**config.mk**
```make
export PLATFORM = sky130hd
export DESIGN_NAME = board_input_conditioner
export DESIGN_NICKNAME = d
export VERILOG_FILES = /design/src/rtl/board_io_pkg.sv /design/src/rtl/debounce_channel.sv /design/src/rtl/board_input_conditioner.sv
export SDC_FILE = /design/constraint.sdc
export NUM_CORES = 1
export LEC_CHECK = 0
export ABC_AREA = 1
export BUFFER_PORTS_ARGS = -buffer_cell sky130_fd_sc_hd__buf_2
export CAP_MARGIN = 20
export CORE_MARGIN = 5
export CORE_UTILIZATION = 37
export DETAILED_ROUTE_END_ITERATION = 6
export PLACE_DENSITY = 0.54
export SLEW_MARGIN = 20
export SYNTH_ARGS = -nofsm -noshare
export SYNTH_HDL_FRONTEND = slang
export SYNTH_HIERARCHICAL = 1
export SYNTH_SLANG_ARGS = --single-unit
export TNS_END_PERCENT = 1
```
**constraint.sdc**
```tcl
create_clock -name clk_sys_i -period 1.2 [get_ports clk_sys_i]
set_clock_uncertainty 0.05 [all_clocks]
set_input_delay 0.24 -clock clk_sys_i [delete_from_list [all_inputs] [get_ports clk_sys_i]]
set_output_delay 0.24 -clock clk_sys_i [all_outputs]
set_load 0.005 [all_outputs]
```
**src/rtl/board_io_pkg.sv**
```systemverilog
// Shared defaults and helpers for the board input conditioning stage.
package board_io_pkg;

    localparam int DefaultNumInputs      = 8;
    localparam int DefaultSyncStages     = 2;
    localparam int DefaultDebounceCycles = 50000;

    // Bits needed for a counter that reaches cycles (kept at least one bit wide).
    function automatic int cnt_width(input int cycles);
        if (cycles < 1) begin
            return 1;
        end else begin
            return $clog2(cycles + 1);
        end
    endfunction

endpackage

```
**src/rtl/debounce_channel.sv**
```systemverilog
// One input channel: synchroniser, debounce counter, registered level,
// single-cycle edge pulses and a sticky edge-seen flag.
module debounce_channel
    import board_io_pkg::*;
#(
    parameter int   SyncStages     = DefaultSyncStages,
    parameter int   DebounceCycles = DefaultDebounceCycles,
    parameter logic ResetBit       = 1'b0
) (
    input  logic clk_sys_i,
    input  logic rst_sys_i,
    input  logic in_i,
    input  logic en_i,
    input  logic event_clr_i,
    output logic level_o,
    output logic rise_o,
    output logic fall_o,
    output logic event_o
);

    localparam int             CntW   = cnt_width(DebounceCycles);
    localparam logic [CntW-1:0] CntMax = CntW'(DebounceCycles - 1);

    logic [SyncStages-1:0] sync_r;
    logic [CntW-1:0]       cnt_r;
    logic [CntW-1:0]       cnt_nxt_s;
    logic                  level_r;
    logic                  level_nxt_s;
    logic                  rise_r;
    logic                  fall_r;
    logic                  event_r;
    logic                  sync_s;

    assign sync_s = sync_r[SyncStages-1];

    // Next level/count: bypass tracks the synchronised input, otherwise the
    // new value must persist DebounceCycles consecutive cycles.
    always_comb begin
        level_nxt_s = level_r;
        cnt_nxt_s   = cnt_r;
        if (!en_i) begin
            level_nxt_s = sync_s;
            cnt_nxt_s   = {CntW{1'b0}};
        end else if (sync_s == level_r) begin
            cnt_nxt_s   = {CntW{1'b0}};
        end else if (cnt_r == CntMax) begin
            level_nxt_s = sync_s;
            cnt_nxt_s   = {CntW{1'b0}};
        end else begin
            cnt_nxt_s   = cnt_r + CntW'(1);
        end
    end

    // Synchroniser chain and debounce state; pulses share the edge that moves level.
    always_ff @(posedge clk_sys_i) begin
        if (rst_sys_i) begin
            sync_r  <= {SyncStages{ResetBit}};
            cnt_r   <= {CntW{1'b0}};
            level_r <= ResetBit;
            rise_r  <= 1'b0;
            fall_r  <= 1'b0;
            event_r <= 1'b0;
        end else begin
            sync_r  <= {sync_r[SyncStages-2:0], in_i};
            cnt_r   <= cnt_nxt_s;
            level_r <= level_nxt_s;
            rise_r  <= level_nxt_s & ~level_r;
            fall_r  <= ~level_nxt_s & level_r;
            event_r <= (event_r & ~event_clr_i) | rise_r | fall_r;
        end
    end

    assign level_o = level_r;
    assign rise_o  = rise_r;
    assign fall_o  = fall_r;
    assign event_o = event_r;

endmodule

```
**src/rtl/board_input_conditioner.sv**
```systemverilog
// Conditions raw asynchronous board inputs into debounced levels, edge pulses
// and sticky event flags, one independent channel per input.
module board_input_conditioner
    import board_io_pkg::*;
#(
    parameter int                   NumInputs      = DefaultNumInputs,
    parameter int                   SyncStages     = DefaultSyncStages,
    parameter int                   DebounceCycles = DefaultDebounceCycles,
    parameter logic [NumInputs-1:0] ResetValue     = '0
) (
    input  logic                 clk_sys_i,
    input  logic                 rst_sys_i,
    input  logic [NumInputs-1:0] in_i,
    input  logic                 en_i,
    input  logic [NumInputs-1:0] event_clr_i,
    output logic [NumInputs-1:0] level_o,
    output logic [NumInputs-1:0] rise_o,
    output logic [NumInputs-1:0] fall_o,
    output logic [NumInputs-1:0] event_o,
    output logic                 any_event_o
);

    logic [NumInputs-1:0] event_nxt_s;
    logic                 any_event_r;

    for (genvar i = 0; i < NumInputs; i++) begin : g_ch
        debounce_channel #(
            .SyncStages     (SyncStages),
            .DebounceCycles (DebounceCycles),
            .ResetBit       (ResetValue[i])
        ) u_ch (
            .clk_sys_i   (clk_sys_i),
            .rst_sys_i   (rst_sys_i),
            .in_i        (in_i[i]),
            .en_i        (en_i),
            .event_clr_i (event_clr_i[i]),
            .level_o     (level_o[i]),
            .rise_o      (rise_o[i]),
            .fall_o      (fall_o[i]),
            .event_o     (event_o[i])
        );
    end

    // Mirrors the per-channel flag update so the summary bit lands with the flags.
    assign event_nxt_s = (event_o & ~event_clr_i) | rise_o | fall_o;

    // Registered OR of the next flag vector.
    always_ff @(posedge clk_sys_i) begin
        if (rst_sys_i) begin
            any_event_r <= 1'b0;
        end else begin
            any_event_r <= |event_nxt_s;
        end
    end

    assign any_event_o = any_event_r;

endmodule

```
==> Yosys cells after proc, flatten, opt, wreduce, memory -nomap -nowiden <==
Index checks and enable logic that the tools add are counted.
{ "word_totals": {"reg_bits": 177, "elab_cells": 175} }
{ "classes": {"n_addsub": 8, "n_eq_ne": 16, "mux": 24, "n_bitwise": 69, "n_reduce_logical": 9} }
{ "ops": {"columns": ["cell", "n"], "rows": [
  ["adder 16 x 1 -> 16 bit (second input constant)", 8],
  ["equality test 16 bit (second input constant)", 8],
  ["OR reduction 4 bit", 8],
  ["NOT 1 bit", 25],
  ["bitwise AND 1 bit", 24],
  ["two-way mux 1 bit", 24],
  ["bitwise OR 1 bit", 16],
  ["bitwise OR 8 bit", 2],
  ["bitwise AND 8 bit", 1],
  ["equality test 1 bit", 8],
  ["NOT 8 bit", 1],
  ["OR reduction 8 bit", 1]
]} }

==> Depth between registers and ports, before layout <==
Gate-level depths: netlist of the first run.
{ "depth": {"word_depth": 6, "depth_mapped": 9} }

==> Hierarchy <==
The synthesis of the first run kept the hierarchy.
{ "by_module_without_submodules": {"columns": ["mod", "instances", "cells_each", "area_each_um2"], "rows": [
  ["debounce_channel", 8, 135, 1013.5],
  ["board_input_conditioner", 1, 41, 170.2]
]} }

==> Least setup slack after synthesis of the first run <==
No wires, ideal clock.
{ "synth_path": {"kind": "register to register", "from": "reg g_ch[0].u_ch.cnt_r[0]", "to": "reg g_ch[0].u_ch.cnt_r[9]", "setup_time_ps": 115, "arrival_time_ps": 1095, "setup_slack_ps": -60, "stages_incl_launch_ff": 8, "n_path_buf": 1, "path_cell_list": "dfxtp_1 > ha_1 > nand3_1 > nor2_2 > nand2_2 > nand3_4 > buf_6 > nor2_2"} }
{ "synth_between": {"elab_chain_len": 2, "elab_cells_between_ends": 3, "cone_classes": "add/sub (1); eq/ne (1); reduce/logical (1)"} }
{ "synth_rtl": {"columns": ["item", "line_no", "source"], "rows": [
  ["start, declared", "debounce_channel.sv:25", "logic [CntW-1:0] cnt_r;"],
  ["start signal, assigned", "debounce_channel.sv:58", "cnt_r <= {CntW{1'b0}};"],
  ["start signal, assigned", "debounce_channel.sv:65", "cnt_r <= cnt_nxt_s;"],
  ["branches (longest 2 deep; another with adder 16 x 1 -> 16 bit)", null, null]
]} }
Several ways; the timed one is not identified.
A chain may end at the register's enable or synchronous reset.

==> Final worst setup path of the first run <==
{ "layout_path": {"from": "reg g_ch[5].u_ch.level_r", "to": "out level_o[5]"} }
{ "layout_lines": {"columns": ["item", "line_no", "source"], "rows": [
  ["start, declared", "debounce_channel.sv:27", "logic level_r;"],
  ["start signal, assigned", "debounce_channel.sv:59", "level_r <= ResetBit;"],
  ["start signal, assigned", "debounce_channel.sv:66", "level_r <= level_nxt_s;"],
  ["end, declared", "board_input_conditioner.sv:16", "output logic [NumInputs-1:0] level_o,"]
]} }
No word-level cell between the ends.

==> results.md, run 1 <==
- Run status: complete, but fails checks
- Failing checks: setup timing
- Starting density of the core: 37.7%
- CP Data Required Time: between 900 and 1000 ps
- Register area share after synthesis: 42.8%
- Yosys warning total: 6
- Fin crit period: 1290 ps
- Synth unique cells: 21
- Max_slew headroom: between 70% and 80%
- Clock sinks: between 150 and 200
- Ys flop type: dfxtp_1
- Grt peak-use layer: met2
- Die W: 160 um
- Port Buffers: 51
- Post-DRT Antenna Nets: 0
- Worst-Margin Slew: 318 ps
- Met2 GRT Util: between 20 and 30%
- Clk pin slew, worst setup/hold paths: 60 ps
- Initial DRC count: 302
- Crit-path max FO: 2
- Vias in the first global route: approximately 7000
- Met3 Use GR: 3.42%
- CP Cell Sequence: buf_6 > buf_6
- Clock root cell: clkbuf_16
- Max IR drop VDD: approximately 0.82 mV
- CTS tree: yes
- GR Layer Usage met1: 18.4%
- Share of cells above drive strength 1: 40.2%
- Max Slew Vio Count: 0
- Hpwl dp: 13300 um
- Final period utilization: 108%
- GRT overflow: 0
- Startpoint types: flop
- H-tree Lvls: 4
- Post-route cell area: 11500 um2
- Router iterations before antenna repair: 4
- Critical path's slowest cell: dfxtp_4
- Syn_nets: 1148
- Leak Pwr: 0.00444 uW
- Initial antenna violation count: 0
- Total GRT Usage: 14.7%
- Final WL: 19400 um
- Most frequent cell on the critical path: buf_6
- CP Class: flop to output pin
- Worst min path class: input pin to flop
- RePlAce Congestion: around 0.8
- Post-DP Area: around 10000 um2
- Wire per inst: 11.9 um
- Worst-skew pair later-pin latency: 420 ps
- Synth Instances: about 1100
- Num ports: 52
- Fraction of registers with async set/reset: 0%
- Core ar.: roughly 22000 um2
- MaxCap Viol Count: 0
- Die Y: 160 um
- CP Data Arrival Time: 1000 ps
- Full die area: 25500 um2
- N_diodes: 0
- Kind of cell adding the most delay to the critical path: flip-flops
- Most common cell after layout, fill and taps aside: nor2_1
- Max Clk Rate: 775 MHz
- Num CTS Buffers: 17
- # setup viols final: between 80 and 90
- Setup_tns: -2450 ps
- Register bit total from synthesis: 177
- RSZ-0062 raised after global routing: true
- Final worst slack: -90.1 ps
- Longest Clk Path Bufs: 2
- Mapped cell area: 8280 um2
- Worst Path Buf+Inv: 2
- Area growth syn-to-layout: 39.5%
- Syn_area_per_cell: 7.38 um2
- Crit end category: output pin
- Largest net degree at the start of global routing: 19
- Via count: 7337
- Site Rows: 54
- First-pass GRT wire length: about 31000 um
- Final Util: between 50% and 60%
- Final Hold Viols: 0
- Post-synth EDFFs: 0
- Drt drc: 0
- Most frequent cells in the layout: 198 x nor2_1, 175 x nand2_1, 135 x buf_4, 130 x inv_1, 81 x nor2_2
- Routed vias/inst: 4.48
- Pwr Density: roughly 1000 nW/um2
- Final nets: 1376
- Largest stage delay, worst path: 350 ps
worst paths after layout:
path                            end                   start  slack, ps  cells past startpoint
max                      level_o[5]    g_ch[5].u_ch/level_o        -90                      2
max reg2reg   g_ch[2].u_ch/cnt_r[6]   g_ch[2].u_ch/cnt_r[1]        -80                      6
min reg2reg  g_ch[0].u_ch/sync_r[1]  g_ch[0].u_ch/sync_r[0]        340                      2
min          g_ch[6].u_ch/sync_r[0]                 in_i[6]          9                      3
power breakdown:
part / leakage, uW / switching (uW) / internal (uW)
sequential: 0.00148 / 68.6 / 5930
clock: 0.000262 / 2210 / 2960
combinational: 0.00269 / 348 / 325
total: 0.00444 / 2630 / 9210
through the flow:
step                power (uW)  instances  hold slack (ps)  setup WS (ps)
floorplan                 6390       1121              259          -21.9
global placement          6650       1579              341           -136
detailed placement        6650       1579              343           -179
CTS                      11900       1621             2.03           -101
global route             12300       1637             9.50           -187
finish                   11800       1637             9.41          -90.1
layer usage:
metal	part of all wire, %	wire length (um)
met1	48	9250
met2	49	9450
met3	2.2	429
met4	1.5	294
met5	0	0
what timing repair did:
| action | 4_1_cts | 5_1_grt |
|---|---|---|
| pin swaps | 16 | 33 |
| gates cloned | 2 | 5 |
| hold buffers | 7 | 0 |
| resized for setup | 95 | 146 |
| setup endpoints to repair | 175 | 182 |
| hold endpoints to repair | 7 | 0 |
| setup buffers | 9 | 11 |
cell type report:
| class | instances | area (um2) |
|---|---|---|
| Multi-Input combinational cell | 799 | 4690 |
| Inverter | 144 | 541 |
| Clock buffer | 21 | 470 |
| Fill cell | 2075 | 10400 |
| Clock inverter | 6 | 61.3 |
| Tap cell | 280 | 350 |
| Sequential cell | 177 | 3710 |
| Timing Repair Buffer | 210 | 1720 |
worst register-to-register path, cell delays in order, from the launching register on:
cell and delay [ps]:
dfxtp_2 350, ha_4 150, nand2_2 70, nor2_4 200, buf_4 160, xor2_2 140, nor2_2 50
cell families (layout without fill, tap and decap cells):
family	Yosys count	count (layout)	synth area share [%]
flops	177	177	42.8
fa+ha+maj	8	8	1.21
buf+inv	152	381	7.62
simple gates	640	647	36.4
xor+xnor	64	64	6.77
compound gates	80	80	5.20
state kept, by name, indices dropped and copies added, names as in the netlist:
register	count
any_event_o	1
g_ch.u_ch/cnt_r	128
g_ch.u_ch/sync_r	16
g_ch.u_ch/rise_o	8
g_ch.u_ch/level_o	8
g_ch.u_ch/fall_o	8
g_ch.u_ch/event_o	8
cell usage after synthesis (16+ instances only):
library cell | instances | area [um2]
a21oi_1 | 48 | 240
dfxtp_1 | 177 | 3540
inv_1 | 136 | 510
nand2_1 | 194 | 728
nand2_2 | 24 | 150
nand3_1 | 72 | 360
nand4_1 | 24 | 150
nor2_1 | 214 | 803
nor2_2 | 72 | 450
nor3_1 | 16 | 80.1
o21ai_0 | 16 | 80.1
xnor2_1 | 16 | 140
xor2_1 | 48 | 420
(Power assumes the default switching activity.)
==> run 2, diff against run 1 <==
--- a/config.mk
+++ b/config.mk
@@ -8,6 +8,7 @@
 export ABC_AREA = 1
 export BUFFER_PORTS_ARGS = -buffer_cell sky130_fd_sc_hd__buf_2
 export CAP_MARGIN = 20
+export CORE_ASPECT_RATIO = 0.9
 export CORE_MARGIN = 5
 export CORE_UTILIZATION = 37
 export DETAILED_ROUTE_END_ITERATION = 6
==> run 2 against run 1 <==
- the flow still finishes with violations (setup timing)
- power grew 5.6%
- non-clock buffer count shrank 4
- utilization shrank 0.87 points
- final area shrank 0.34%
- register-to-register slack lost 20 ps
- global-route usage is essentially flat
- first-iteration DRC count grew 7.3%
- combinational power shrank 1%
- die area is essentially flat
- sequential power is essentially flat
- flip-flop and latch count is the same
- critical path depth grew 5
- largest cell class unchanged
==> results.md, run 2 (same netlist as run 1, synthesis figures left out) <==
- Run status: complete, but fails checks (unchanged)
- Failing checks: setup timing (unchanged)
- Most frequent cells in the layout: 199 x nor2_1, 175 x nand2_1, 130 x inv_1, 128 x buf_4, 88 x dfxtp_1 (was 198 x nor2_1, 175 x nand2_1, 135 x buf_4, 130 x inv_1, 81 x nor2_2)
- Core ar.: 22300 um2 (was 22000 um2)
- Wire per inst: 11.8 um (was 11.9 um)
- Clk pin slew, worst setup/hold paths: 70 ps (was 60 ps)
- Max IR drop VDD: 0.884 mV (was 0.817 mV)
- Filler Cells Inserted: 2175 (was 2075)
- Most common cell after layout, fill and taps aside: nor2_1 (unchanged)
- Drt drc: 0 (unchanged)
- Overall Power: 12500 uW (was 11800 uW)
- Worst-skew pair later-pin latency: 430 ps (was 420 ps)
- Final nets: 1371 (was 1376)
- Largest net degree at the start of global routing: 20 (was 19)
- Total GRT Usage: 14.7% (about the same)
- Max reg flops: 128 (unchanged)
- Final WL: 19500 um (was 19400 um)
- Post-DRT Antenna Nets: 0 (unchanged)
- Top reg by flops: g_ch.u_ch/cnt_r (unchanged)
- Hpwl dp: 13300 um (about the same)
- Router iterations before antenna repair: 5 (was 4)
- Setup_tns: -2810 ps (was -2450 ps)
- Top Registers: g_ch.u_ch/cnt_r x128, g_ch.u_ch/sync_r x16 (unchanged)
- Die W: 168 um (was 160 um)
- Area growth syn-to-layout: 39.0% (was 39.5%)
- CP Class: flop to flop (was flop to output pin)
- Worst-Margin Slew: 282 ps (was 318 ps)
- Startpoint types: flop (unchanged)
- Flop2flop setup slack: -100 ps (was -80 ps)
- Final Util: 51.7% (was 52.6%)
- Worst hold stages: 3 (unchanged)
- Longest Clk Path Bufs: 2 (unchanged)
- Leak Pwr: 0.00444 uW (about the same)
- Worst min path class: input pin to flop (unchanged)
- Critical path's slowest cell: dfxtp_2 (was dfxtp_4)
- Max_slew headroom: 81.2% (was 78.8%)
- RSZ-0062 raised after global routing: true (unchanged)
- Hold EP: g_ch[7].u_ch/sync_r[0] (was g_ch[6].u_ch/sync_r[0])
- MaxCap Viol Count: 0 (unchanged)
- Most frequent cell on the critical path: nand3_4 (was buf_6)
- Final period utilization: 109% (was 108%)
- H-tree Lvls: 4 (unchanged)
- Via count: 7415 (was 7337)
- Final Hold Viols: 0 (unchanged)
- Die Y: 152 um (was 160 um)
- Fin crit period: 1300 ps (was 1290 ps)
- Hold Path Origin: in_i[7] (was in_i[6])
- First-pass GRT wire length: 31600 um (was 31400 um)
- Vias in the first global route: 6800 (was 6952)
- Starting density of the core: 37.2% (was 37.7%)
- CP Cell Sequence: ha_4 > nand3_4 > nor2_4 > nand2_4 > buf_6 > nand3_4 > nor2_1 (was buf_6 > buf_6)
- Clock root cell: clkbuf_16 (unchanged)
- CP Data Required Time: 1460 ps (was 910 ps)
- Max Clk Rate: 767 MHz (was 775 MHz)
- Clock sinks: 177 (unchanged)
- CTS tree: yes (unchanged)
- CP Data Arrival Time: 1570 ps (was 1000 ps)
- Routed vias/inst: 4.49 (was 4.48)
- Site Rows: 52 (was 54)
- Port Buffers: 51 (unchanged)
- Worst R2R Start: g_ch[6].u_ch/cnt_r[0] (was g_ch[2].u_ch/cnt_r[1])
- Pwr Density: 1090 nW/um2 (was 1030 nW/um2)
- Final worst slack: -104 ps (was -90.1 ps)
- Full die area: 25500 um2 (about the same)
- GRT overflow: 0 (unchanged)
- Largest stage delay, worst path: 360 ps (was 350 ps)
- Num CTS Buffers: 17 (unchanged)
- Crit-path max FO: 8 (was 2)
- # setup viols final: 93 (was 84)
- Max Slew Vio Count: 0 (unchanged)
- Initial DRC count: 324 (was 302)
- Critical R2R Capture: g_ch[6].u_ch/cnt_r[5] (was g_ch[2].u_ch/cnt_r[6])
- N_diodes: 0 (unchanged)
- Crit end category: flop (was output pin)
- Share of cells above drive strength 1: 38.2% (was 40.2%)
- Initial antenna violation count: 0 (unchanged)
- Reg2reg path depth: 7 (was 6)
- RePlAce Congestion: 0.820 (was 0.803)
- Num ports: 52 (unchanged)
-- run 2: what timing repair did --
item,in CTS,in global routing
pin swaps,18,35
gates resized for setup,94,113
gates cloned,0,6
endpoints found under the setup margin,178,184
hold buffers,9,0
buffers inserted,10,13
hold endpoints to repair,9,0
-- run 2: routing by layer --
| layer | global-route usage (%) | part of all wire [%] | vias to the layer above |
|---|---|---|---|
| met1 | 20.0 | 50 | 3373 |
| li1 | - | - | 3966 |
| met2 | 23.9 | 47 | 63 |
| met4 | 3.25 | 0.95 | 0 |
| met5 | 0 | 0 | - |
| met3 | 3.51 | 2.5 | 13 |
-- run 2: critical path: cells and delay by family (launching register included) --
family,cells,cell delay (ps)
and+or+nand+nor,5,480
adders and majority gates,1,170
buffers and inverters,1,130
DFF,1,360
-- run 2: worst max path at each step --
stage / start / slack, ps / depth (start not counted) / endpoint
CTS: g_ch[1].u_ch/level_o / -110 / 2 / level_o[1]
floorplan: g_ch[1].u_ch/cnt_r[0] / -20 / 7 / g_ch[1].u_ch/cnt_r[9]
detailed placement: rst_sys_i / -180 / 7 / g_ch[4].u_ch/cnt_r[2]
global route: g_ch[6].u_ch/cnt_r[0] / -170 / 7 / g_ch[6].u_ch/cnt_r[5]
global placement: rst_sys_i / -150 / 7 / g_ch[0].u_ch/cnt_r[2]
finish: g_ch[6].u_ch/cnt_r[0] / -100 / 7 / g_ch[6].u_ch/cnt_r[5]
-- run 2: per-stage QoR --
stage          hold slack (ps)  setup slack (ps)  cells  instance area [um2]
2_1_floorplan              259             -21.9   1121                 8390
3_3_place_gp               341              -149   1585                 9910
3_5_place_dp               345              -182   1585                 9910
4_1_cts                  0.678              -114   1633                11000
5_1_grt                   12.4              -169   1652                11500
6_report                  6.01              -104   1652                11500
-- run 2: cell type report --
type	instances	area [um2]	area share, %
multi-input cells	798	4640	40.3
flip-flops and latches	177	3690	32.1
clock inverters	4	97.6	0.848
inverters	144	541	4.70
clock buffers	26	509	4.43
well taps	297	372	3.23
repair buffers	206	1660	14.5
-- run 2: where the power goes --
group | internal, uW | leakage, uW | switching, uW | total (uW)
Sequential | 5930 | 0.00148 | 65.9 | 6000
Clock | 3540 | 0.000293 | 2290 | 5830
Combinational | 320 | 0.00267 | 347 | 667
